File: src/rtl/dlx_pkg.sv
// Shared constants and entry type for the DLX fetch stage.
package dlx_pkg;

  localparam int unsigned INST_W       = 32;
  localparam logic [31:0] PC_STEP      = 32'd4;
  localparam logic [31:0] NOP_INST_DEF = 32'h0000_0000;
  localparam logic [31:0] RESET_PC_DEF = 32'h0000_0000;

  typedef struct packed {
    logic [INST_W-1:0] pc;
    logic [INST_W-1:0] inst;
  } fetch_entry_t;

endpackage

File: src/rtl/dlx_fetch_queue_if.sv
// Fetch-stage bus: ROM address/data, pipeline redirect and decode handshake.
interface dlx_fetch_queue_if #(
  parameter int unsigned DEPTH = 4
);

  localparam int unsigned CNT_W = $clog2(DEPTH) + 1;

  logic [dlx_pkg::INST_W-1:0] rom_addr;
  logic [dlx_pkg::INST_W-1:0] rom_data;
  logic                       redirect_en;
  logic [dlx_pkg::INST_W-1:0] redirect_pc;
  logic                       stall;
  logic                       inst_valid;
  logic [dlx_pkg::INST_W-1:0] inst;
  logic [dlx_pkg::INST_W-1:0] inst_pc;
  logic [CNT_W-1:0]           count;

  modport master (
    output rom_addr, inst_valid, inst, inst_pc, count,
    input  rom_data, redirect_en, redirect_pc, stall
  );

  modport slave (
    input  rom_addr, inst_valid, inst, inst_pc, count,
    output rom_data, redirect_en, redirect_pc, stall
  );

endinterface

File: src/rtl/dlx_sync_fifo.sv
// Synchronous FIFO with flush; head is combinational from the read pointer.
module dlx_sync_fifo #(
  parameter int unsigned Width = 64,
  parameter int unsigned Depth = 4,
  localparam int unsigned PtrW = $clog2(Depth),
  localparam int unsigned CntW = PtrW + 1
) (
  input  logic             clk_i,
  input  logic             rst_i,
  input  logic             push_i,
  input  logic             pop_i,
  input  logic             flush_i,
  input  logic [Width-1:0] wdata_i,
  output logic [Width-1:0] head_o,
  output logic [CntW-1:0]  count_o
);

  logic [Width-1:0] mem_q [Depth];
  logic [PtrW-1:0]  wr_ptr_q, rd_ptr_q;
  logic [CntW-1:0]  cnt_q;

  always_ff @(posedge clk_i) begin
    if (rst_i) begin
      wr_ptr_q <= '0;
      rd_ptr_q <= '0;
      cnt_q    <= '0;
    end else if (flush_i) begin
      // Dropping everything queued: the read side jumps to the write side.
      rd_ptr_q <= wr_ptr_q;
      cnt_q    <= '0;
    end else begin
      if (push_i) wr_ptr_q <= wr_ptr_q + PtrW'(1);
      if (pop_i)  rd_ptr_q <= rd_ptr_q + PtrW'(1);
      case ({push_i, pop_i})
        2'b10:   cnt_q <= cnt_q + CntW'(1);
        2'b01:   cnt_q <= cnt_q - CntW'(1);
        default: cnt_q <= cnt_q;
      endcase
    end
  end

  always_ff @(posedge clk_i) begin
    if (!rst_i && !flush_i && push_i) mem_q[wr_ptr_q] <= wdata_i;
  end

  always_ff @(posedge clk_i) begin
    if (!rst_i && !flush_i) begin
      assert (!(push_i && !pop_i && (cnt_q == CntW'(Depth))));
      assert (!(pop_i && (cnt_q == '0)));
    end
  end

  assign head_o  = mem_q[rd_ptr_q];
  assign count_o = cnt_q;

endmodule

File: src/rtl/dlx_fetch_queue.sv
// DLX fetch stage: owns the fetch PC, prefetches ROM words into a tagged FIFO, flushes on redirect.
module dlx_fetch_queue
  import dlx_pkg::*;
#(
  parameter int unsigned DEPTH    = 4,
  parameter logic [31:0] RESET_PC = RESET_PC_DEF,
  parameter logic [31:0] NOP_INST = NOP_INST_DEF
) (
  input  logic              clock,
  input  logic              reset,
  dlx_fetch_queue_if.master bus
);

  localparam int unsigned CNT_W = $clog2(DEPTH) + 1;

  logic [INST_W-1:0] fpc_q, fpc_d;
  logic [INST_W-1:0] inflight_pc_q, inflight_pc_d;
  logic              inflight_q, inflight_d;
  logic              issue, push, pop, flush, head_valid;
  logic [CNT_W-1:0]  count;
  logic [CNT_W:0]    credit_used;
  fetch_entry_t      head, wentry;

  always_comb begin
    // Credit counts the word already in flight; a same-cycle dequeue is ignored.
    credit_used   = {1'b0, count} + {{CNT_W{1'b0}}, inflight_q};
    issue         = !bus.redirect_en && (credit_used < (CNT_W + 1)'(DEPTH));
    flush         = bus.redirect_en;
    push          = inflight_q && !bus.redirect_en;
    head_valid    = (count != '0);
    pop           = head_valid && !bus.stall && !bus.redirect_en;
    wentry.pc     = inflight_pc_q;
    wentry.inst   = bus.rom_data;
    fpc_d         = fpc_q;
    inflight_d    = 1'b0;
    inflight_pc_d = inflight_pc_q;
    if (bus.redirect_en) begin
      fpc_d = bus.redirect_pc;
    end else if (issue) begin
      fpc_d         = fpc_q + PC_STEP;
      inflight_d    = 1'b1;
      inflight_pc_d = fpc_q;
    end
  end

  always_ff @(posedge clock) begin
    if (reset) begin
      fpc_q         <= RESET_PC;
      inflight_q    <= 1'b0;
      inflight_pc_q <= '0;
    end else begin
      fpc_q         <= fpc_d;
      inflight_q    <= inflight_d;
      inflight_pc_q <= inflight_pc_d;
    end
  end

  dlx_sync_fifo #(
    .Width ($bits(fetch_entry_t)),
    .Depth (DEPTH)
  ) u_fifo (
    .clk_i   (clock),
    .rst_i   (reset),
    .push_i  (push),
    .pop_i   (pop),
    .flush_i (flush),
    .wdata_i (wentry),
    .head_o  (head),
    .count_o (count)
  );

  assign bus.rom_addr   = fpc_q;
  assign bus.inst_valid = head_valid;
  assign bus.inst       = head_valid ? head.inst : NOP_INST;
  assign bus.inst_pc    = head_valid ? head.pc : '0;
  assign bus.count      = count;

endmodule

File: src/flat_wrapper.sv
// flat-port wrapper written by rule: the top's interface ports become plain ports
module dlx_fetch_queue_flat import dlx_pkg::*;
#(
  parameter int unsigned DEPTH    = 4,
  parameter logic [31:0] RESET_PC = RESET_PC_DEF,
  parameter logic [31:0] NOP_INST = NOP_INST_DEF
)
  (clock, reset, bus_rom_addr, bus_inst_valid, bus_inst, bus_inst_pc, bus_count, bus_rom_data, bus_redirect_en, bus_redirect_pc, bus_stall);
  dlx_fetch_queue_if #(.DEPTH(DEPTH)) bus_i ();
  input  logic clock;
  input  logic reset;
  output wire logic [$bits(bus_i.rom_addr)-1:0] bus_rom_addr;
  output wire logic [$bits(bus_i.inst_valid)-1:0] bus_inst_valid;
  output wire logic [$bits(bus_i.inst)-1:0] bus_inst;
  output wire logic [$bits(bus_i.inst_pc)-1:0] bus_inst_pc;
  output wire logic [$bits(bus_i.count)-1:0] bus_count;
  input wire logic [$bits(bus_i.rom_data)-1:0] bus_rom_data;
  input wire logic [$bits(bus_i.redirect_en)-1:0] bus_redirect_en;
  input wire logic [$bits(bus_i.redirect_pc)-1:0] bus_redirect_pc;
  input wire logic [$bits(bus_i.stall)-1:0] bus_stall;
  assign bus_rom_addr = bus_i.rom_addr;
  assign bus_inst_valid = bus_i.inst_valid;
  assign bus_inst = bus_i.inst;
  assign bus_inst_pc = bus_i.inst_pc;
  assign bus_count = bus_i.count;
  assign bus_i.rom_data = bus_rom_data;
  assign bus_i.redirect_en = bus_redirect_en;
  assign bus_i.redirect_pc = bus_redirect_pc;
  assign bus_i.stall = bus_stall;
  dlx_fetch_queue #(.DEPTH(DEPTH), .RESET_PC(RESET_PC), .NOP_INST(NOP_INST)) u_core (.clock(clock), .reset(reset), .bus(bus_i));
endmodule
File: config.mk
export PLATFORM = sky130hd
export DESIGN_NAME = dlx_fetch_queue_flat
export DESIGN_NICKNAME = d
export VERILOG_FILES = /design/src/rtl/dlx_pkg.sv /design/src/rtl/dlx_fetch_queue_if.sv /design/src/rtl/dlx_sync_fifo.sv /design/src/rtl/dlx_fetch_queue.sv /design/src/flat_wrapper.sv
export SDC_FILE = /design/constraint.sdc
export NUM_CORES = 1
export LEC_CHECK = 0
export CELL_PAD_IN_SITES_DETAIL_PLACEMENT = 0
export CELL_PAD_IN_SITES_GLOBAL_PLACEMENT = 1
export CORE_ASPECT_RATIO = 1.4
export CORE_MARGIN = 4
export CORE_UTILIZATION = 45
export CTS_CLUSTER_SIZE = 8
export DETAILED_ROUTE_END_ITERATION = 8
export PLACE_DENSITY_LB_ADDON = 0.15
export SLEW_MARGIN = 0
export SYNTH_ARGS = -nofsm -noshare
export SYNTH_HDL_FRONTEND = slang
export SYNTH_SLANG_ARGS = --single-unit
export TNS_END_PERCENT = 20
File: constraint.sdc
create_clock -name clock -period 4.6 [get_ports clock]
set_clock_uncertainty 0.05 [all_clocks]
set_input_delay 0.92 -clock clock [delete_from_list [all_inputs] [get_ports clock]]
set_output_delay 0.92 -clock clock [all_outputs]
set_load 0.03 [all_outputs]
Yosys cells after proc, flatten, opt, wreduce, memory -nomap -nowiden
Memories as Yosys holds them, arrays and structs flattened. A register that Yosys moved wholly into a read port is not among the register bits.
Index checks and enable logic that the tools add are counted.

word-level totals
  bits in registers = 72
  memories = 1
  ROM bits = 0
  memory bits (writable) = 256
  logic and storage cells = 45
  output and inout port bits = 100
  latch bits = 0
  input port bits = 68

cells by class
  shifts and indexed selects = 0
  multiply operators = 0
  eq/ne operators = 2
  add/subtract/negate cells = 6
  bitwise gates (word level) = 1
  order comparisons = 1
  reductions and logical operators = 16
  muxes and demuxes = 12
  div/mod/pow operators = 0

memories
  memory               words  width  rd ports  clocked after memory_dff  wr ports  RTL line             source
  u_core.u_fifo.mem_q  4      64     1         1                         1         dlx_sync_fifo.sv:18  logic [Width-1:0] mem_q [Depth];

operator list
  cell                     number
  $mux W32                 4
  $add A32 B3 Y32 const B  1
  $mux W2                  4
  $logic_and A1 B1 Y1      6
  $pmux W3 S2              1
  $reduce_bool A2 Y1       3
  $add A2 B1 Y2 const B    2
  $add A3 B1 Y4            1
  $lt A4 B3 Y1 const B     1
  $reduce_and A2 Y1        2
  $add A3 B1 Y3 const B    1
  $logic_not A1 Y1         3
  $mux W1                  3
  $reduce_bool A3 Y1       1
  $sub A3 B1 Y3 const B    1
  $eq A2 B1 Y1 const B     1
  $eq A2 B2 Y1 const B     1
  $reduce_or A2 Y1         1
  $not A1 Y1               1

Depth between registers and ports, before layout
Gate-level depths: netlist of run 1.

  depth after elaboration = 7
  gate-level depth with buffers = 11
  gate-level depth less buffers = 9

By module
Synthesis of run 1 repeated with hierarchy kept, for this count alone.

unflattened totals
  cells, all modules = 806
  area total of the unflattened synthesis = 13032.5 um2

modules (own cells, without submodules)
  module           area an instance (um2)  times used  cells each  seq. area each (um2)
  dlx_sync_fifo    9760.6                  1           383         7867.5
  dlx_fetch_queue  3271.9                  1           423         1301.2

Worst setup path after synthesis of run 1
Ideal clock, no wire load.

  kind = input port to flip-flop
  from = in bus_redirect_en
  to = mem u_core.u_fifo.mem_q[0][0] (enable)
  stages on the path = 5
  slack = 1.032 ns
  arrival = 3.089 ns
  required time = 4.121 ns
  setup time = 0.429 ns
  path buffers = 1
  cells stage by stage = clkbuf_1 nor2b_1 inv_1 nor2_1 and2_1

on the way
  cells in the longest elaborated chain, start to end = 5
  elaborated cells between the ends (all ways) = 6
  classes of those cells = 2 x mux; 4 x reduce/logical

ends and longest elaborated chain
  what                                           RTL line                                    source
  from (decl)                                    flat_wrapper.sv:18                          input wire logic [$bits(bus_i.redirect_en)-1:0] bus_redirect_en;
  $logic_not A1 Y1 *                             dlx_sync_fifo.sv:43, dlx_fetch_queue.sv:29
  $logic_and A1 B1 Y1, on equally long branches  -
  $logic_and A1 B1 Y1 *                          dlx_sync_fifo.sv:43                         if (!rst_i && !flush_i && push_i) mem_q[wr_ptr_q] <= wdata_i;
  $mux W1 *                                      dlx_sync_fifo.sv:43
  $mux W1 (implied by the code) *                dlx_sync_fifo.sv:43
  to (decl)                                      dlx_sync_fifo.sv:18

Mark *: on every way between the ends. The rest lies on a longest branch, timed or not.

Final worst setup path of run 1
  from = reg u_core.u_fifo.cnt_q[0] (netlist: u_core.u_fifo.count_o[0])
  to = out bus_inst_pc[11]

on the way
  cells in the longest elaborated chain, start to end = 2

ends and longest elaborated chain
  what                    RTL line               source
  from (decl)             dlx_sync_fifo.sv:20    logic [CntW-1:0] cnt_q;
  from (signal assigned)  dlx_sync_fifo.sv:35    2'b10: cnt_q <= cnt_q + CntW'(1);
  from (signal assigned)  dlx_sync_fifo.sv:36    2'b01: cnt_q <= cnt_q - CntW'(1);
  from (signal assigned)  dlx_sync_fifo.sv:37    default: cnt_q <= cnt_q;
  $reduce_bool A3 Y1      dlx_fetch_queue.sv:30  head_valid = (count != '0);
  $mux W32                dlx_fetch_queue.sv:75  assign bus.inst_pc = head_valid ? head.pc : '0;
  to (decl)               flat_wrapper.sv:15     output wire logic [$bits(bus_i.inst_pc)-1:0] bus_inst_pc;

Every way passes these cells.

==> impl_metrics.json, run 1 <==
{
  "utilization_pct": 57.7,
  "areaGrowthSynthToFinish_pct": 25.5,
  "hpwlAfterDp_mm": 17.1,
  "max_stage_delay_ns": 0.60,
  "antenna_cells": 0,
  "dp_cells": 1352,
  "synth_top_cell_area_share_pct": 58.4,
  "cts_resized": 0,
  "cts.htree.levels": 2,
  "synth_cells": 848,
  "synthTopCellsByArea": "edfxtp_1, dfxtp_1, mux4_2, and2_1, nand2_1",
  "via_per_inst": 5.36,
  "cp_slowest_cell": "clkdlybuf4s50_1",
  "fin_crit_ns": 3.86,
  "wl_per_cell_um": 19.4,
  "crit_path_end_kind": "output port",
  "ant_nets": 0,
  "ys.flop_type": "edfxtp_1",
  "syn_nets": 923,
  "maxSlewViolCount": 0,
  "drive_gt1_share_pct": 14.1,
  "drt_iter0_drc": 366,
  "finalHoldViolCount": 0,
  "root_buffer": "clkbuf_16",
  "cp-start-kind": "flip-flop",
  "slew_headroom_pct": 32.1,
  "yosysTopAreaCell": "edfxtp_1",
  "critPathMaxFanout": 65,
  "synth-seq-area-share_pct": 69.7,
  "grt_max_degree": 66,
  "syn-cell-area_um2": 13200,
  "crit_chain": "nor3_1 -> inv_2 -> and2_1 -> clkdlybuf4s50_1",
  "synth_async_sr_flop_share_pct": 0,
  "cts_made_buffers": 47,
  "path_clk_slew_ns": 0.05,
  "grt_pass1_wl_mm": 44.5,
  "grt-ovfl-total": 0,
  "start_util_pct": 46.0,
  "cp_num_buf_inv": 2,
  "port_buffers": 167,
  "antenna_found_initial": 0,
  "post-place-ws_ns": 1.22,
  "core_region_area_um2": 28600,
  "period_share_pct": 84.0,
  "finalSetupViolCount": 0,
  "grt_setup_unrepaired": "no",
  "outcome": "complete, no violations",
  "cts_max_path_buffers": 3,
  "arrival_ns": 2.89,
  "ctsHoldBuffers": 0,
  "min_path_type": "flip-flop to flip-flop",
  "insertion_delay_ns": 0.53,
  "first_global_vias": 8057,
  "route.detailed.drc": 0,
  "rows": 73,
  "cts_sinks": 330,
  "max_freq_mhz": 259,
  "synth_cell_types": 51,
  "worst_slack_ns": 0.738,
  "cts_setup_buffers": 0,
  "vias": 7600,
  "die_area_um2": 32100,
  "ir_drop_mv": 0.208,
  "first_pass_iters": 4,
  "synth-edff-count": 256,
  "cp_top_family": "buffers and inverters",
  "nNetsFinal": 1101,
  "maxCapViolations": 0,
  "p_per_area_nw_per_um2": 408,
  "cts_tree": "done",
  "avgSynthCellArea_um2": 15.5,
  "required_ns": 3.63,
  "io_pins": 168,
  "gp_congestion": 0.733,
  "ys_seq_elements": 330,
  "critPathKind": "flip-flop to output port",
  "setup-tns-final_ns": 0,
  "layoutNonFillerInstCount": 1417,
  "worst_pin_slew_ns": 1.02,
  "yosysWarnings": 0,
  "wl_mm": 27.5,
  "die_h_um": 210,
  "p_leak_nw": 5.33,
  "track_usage_pct": 17.3,
  "die_width_um": 152
}
cell families after synthesis:
group	Yosys count	share of synthesized area (%)
adder cells (fa/ha/maj)	7	0.723
buffers and inverters	67	2.09
AO/OA/AOI/OAI	92	4.59
multiplexers	66	11.1
flip-flops	330	69.7
XOR/XNOR	13	0.866
AND/OR/NAND/NOR	273	10.9
cell usage in the layout, fill, tap and decap left out, drive strengths merged, types with 4 or more instances in the layout:
| master | n |
|---|---|
| xnor2 | 5 |
| a311oi | 11 |
| buf | 17 |
| nor3b | 6 |
| a21oi | 40 |
| clkbuf | 61 |
| nand2 | 85 |
| or4 | 13 |
| edfxtp | 256 |
| and2 | 70 |
| clkdlybuf4s50 | 166 |
| dfxtp | 74 |
| o21ai | 10 |
| mux4 | 64 |
| o31ai | 8 |
| nor3 | 12 |
| and3 | 4 |
| a211oi | 8 |
| xor2 | 8 |
| inv | 16 |
| ha | 6 |
| nor2 | 37 |
| nand3 | 14 |
| o21a | 4 |
| or3 | 6 |
| and4 | 5 |
| nand4 | 12 |
cell usage after synthesis (2+ instances only):
cell type	n
or3_1	6
mux2i_1	2
and2_1	70
nor3_1	12
dfxtp_1	74
o21ai_0	10
and4_1	5
nor2_1	37
o31ai_1	8
buf_6	2
a211oi_1	8
o21a_1	4
a311oi_1	11
nand2_1	85
buf_2	6
xor2_1	8
o31a_1	2
xnor2_1	5
nor3b_1	6
edfxtp_1	256
nand4_1	10
ha_1	6
or4_1	13
mux4_2	64
inv_1	12
buf_1	4
clkbuf_1	41
nor4_1	3
nand3_1	14
and3_1	4
a21oi_1	40
flip-flops by register name, summed over array words and instances, names as in the netlist, named ones only:
name	count
u_core.inflight_pc_q	32
u_core.u_fifo.wr_ptr_q	2
u_core.inflight_q	1
u_core.bus.rom_addr	32
u_core.u_fifo.rd_ptr_q	2
u_core.u_fifo.mem_q	256
u_core.u_fifo.count_o	3
final timing paths:
check,slack [ns],end,startpoint,cells after the start
setup / recovery,0.74,bus_inst_pc[11],u_core.u_fifo.count_o[0],4
hold / removal,0.44,u_core.inflight_pc_q[7],u_core.inflight_pc_q[7],2
setup reg to reg,2.21,u_core.bus.rom_addr[20],u_core.bus.rom_addr[4],4
hold reg to reg,0.44,u_core.inflight_pc_q[7],u_core.inflight_pc_q[7],2
layer usage:
layer	up-vias	GRT usage [%]	wire length (µm)
li1	3597	-	-
met1	3760	22.6	11800
met2	204	29.5	13900
met3	39	4.00	1420
met4	0	4.76	489
met5	-	0	0
power by group:
group	total, mW	switching, mW	internal, mW
Combinational	0.423	0.210	0.213
Sequential	3.34	0.0769	3.26
Clock	2.98	1.14	1.84
final cells by class:
| type | count | area [µm²] |
|---|---|---|
| inverters | 13 | 48.8 |
| multi-input cells | 451 | 3720 |
| repair buffers | 183 | 1820 |
| fillers | 2345 | 12100 |
| well taps | 375 | 469 |
| flip-flops and latches | 330 | 9180 |
| clock inverters | 4 | 35.0 |
| clock buffers | 61 | 1230 |
per-stage QoR:
| step | power, mW | hold slack, ns | cell area, µm² |
|---|---|---|---|
| 6_report | 6.74 | 0.444 | 16500 |
| 5_1_grt | 6.99 | 0.471 | 16500 |
| 4_1_cts | 6.82 | 0.445 | 16500 |
| 3_5_place_dp | 3.83 | 0.437 | 15200 |
| 3_3_place_gp | 3.82 | 0.426 | 15200 |
| 2_1_floorplan | 3.62 | 0.410 | 13200 |
tightest hold or removal path, delay by kind of cell (launching register included):
family / cells / cell delay (ns)
simple gates: 1 / 0.06
compound gates: 1 / 0.05
flops: 1 / 0.33
No activity file was read; power rests on OpenSTA's default activity.
==> inputs of run 2 (changes only) <==
==> constraint.sdc (replaced) <==
create_clock -name clock -period 4 [get_ports clock]
set_clock_uncertainty 0.05 [all_clocks]
set_input_delay 0.8 -clock clock [delete_from_list [all_inputs] [get_ports clock]]
set_output_delay 0.8 -clock clock [all_outputs]
set_load 0.03 [all_outputs]
==> run 2 against run 1 <==
Against the previous run:
- combinational power rose by 19%
- cell count about the same
- sequential cell count unchanged
- global-route usage decreased by 0.25 points
- sequential power is 15% higher
- core utilization rose by 0.27 points
- highest routed layer unchanged
==> impl_metrics.json, run 2 (synthesis gave the netlist of run 1 again) <==
{
  "outcome": "complete, no violations",
  "seqCellArea_um2": 9180,
  "route.detailed.drc": 0,
  "grt-ovfl-total": 0,
  "hpwlAfterDp_mm": 17.5,
  "cts_setup_buffers": 0,
  "max_stage_delay_ns": 0.61,
  "wl_per_cell_um": 19.3,
  "critPathKind": "flip-flop to output port",
  "grt_setup_unrepaired": "no",
  "cts_max_path_buffers": 3,
  "first_global_vias": 7883,
  "finalSetupViolCount": 0,
  "final_common_cell": "edfxtp_1",
  "cts_sinks": 330,
  "cp-start-kind": "flip-flop",
  "critPathMaxFanout": 65,
  "areaGrowthSynthToFinish_pct": 26.1,
  "drt_iter0_drc": 357,
  "p_per_area_nw_per_um2": 469,
  "fin_crit_ns": 3.75,
  "rows": 73,
  "cp_top_family": "buffers and inverters",
  "cts_resized": 0,
  "port_buffers": 167,
  "path_clk_slew_ns": 0.05,
  "root_buffer": "clkbuf_16",
  "via_per_inst": 5.36,
  "antenna_found_initial": 0,
  "worst_pin_slew_ns": 1.23,
  "regMostFlops": "u_core.u_fifo.mem_q",
  "cts_tree": "done",
  "final_cell_mix": "edfxtp_1, clkdlybuf4s50_1, nand2_1",
  "period_share_pct": 93.7,
  "max_freq_mhz": 267,
  "nNetsFinal": 1102,
  "finalHoldViolCount": 0,
  "cp_slowest_cell": "clkdlybuf4s50_1",
  "wl_mm": 27.3,
  "crit_path_end_kind": "output port",
  "first_pass_iters": 4,
  "slew_headroom_pct": 17.8,
  "min_path_type": "flip-flop to flip-flop",
  "insertion_delay_ns": 0.53,
  "io_pins": 168,
  "ir_drop_mv": 0.273,
  "cts.htree.levels": 2,
  "hold-worst-slack_ns": 0.446,
  "arrival_ns": 2.90,
  "die_h_um": 210,
  "die_area_um2": 32100,
  "start_util_pct": 46.0,
  "crit_chain": "nor3_1 -> inv_2 -> and2_1 -> clkdlybuf4s50_1",
  "maxSlewViolCount": 0,
  "vias": 7592,
  "setup-tns-final_ns": 0,
  "multi_input_area_um2": 3720,
  "utilization_pct": 58.0,
  "required_ns": 3.15,
  "grt_max_degree": 66,
  "cts_made_buffers": 47,
  "ctsHoldBuffers": 0,
  "die_width_um": 152,
  "maxCapViolations": 0,
  "largest_register_ffs": 256,
  "gp_congestion": 0.744,
  "grt_pass1_wl_mm": 44.0,
  "num-fill-cells": 2353,
  "ant_nets": 0,
  "cp_num_buf_inv": 2,
  "drive_gt1_share_pct": 14.1,
  "track_usage_pct": 17.1,
  "p_leak_nw": 5.36,
  "antenna_cells": 0,
  "core_region_area_um2": 28600
}
run 2: final cells by class:
cell class,instances,share of cell area [%]
sequential,330,55.3
multi-input combinational,451,22.4
timing repair buffer,184,11.3
clock buffer,62,7.69
tap,375,2.83
inverter,13,0.294
clock inverter,1,0.0528
run 2: report_power, final:
group          total (mW)  internal, mW  switching (mW)  leakage, nW
logic               0.502         0.247           0.255         1.81
registers            3.83          3.75          0.0743         2.93
clock network        3.45          2.17            1.28        0.623
run 2: metal layers:
layer / share of wire, % / global-route usage (%)
met2: 51 / 29.3
met5: 0 / 0
met1: 43 / 22.5
met3: 4.6 / 3.39
met4: 1.4 / 4.37
run 2: worst min-delay path, stage by stage, from the launching register on:
cell and delay, ns:
dfxtp_1 0.33, nand2_1 0.06, a21oi_1 0.05
run 2: worst paths after layout:
path	from	slack (ns)	endpoint	cells past startpoint
worst max register to register	u_core.bus.rom_addr[4]	1.58	u_core.bus.rom_addr[22]	4
worst min register to register	u_core.inflight_pc_q[24]	0.45	u_core.inflight_pc_q[24]	2
worst min-delay path	u_core.inflight_pc_q[24]	0.45	u_core.inflight_pc_q[24]	2
worst max-delay path	u_core.u_fifo.count_o[0]	0.25	bus_inst[17]	4
run 2: stage by stage:
stage / cell area, µm² / instances / power, mW / setup slack (ns)
CTS: 16600 / 1416 / 7.89 / 0.120
floorplan: 13200 / 848 / 4.16 / 0.552
global route: 16600 / 1416 / 8.07 / 0.0160
detailed placement: 15300 / 1353 / 4.40 / 0.687
finish: 16600 / 1416 / 7.78 / 0.252
global placement: 15300 / 1353 / 4.40 / 0.646
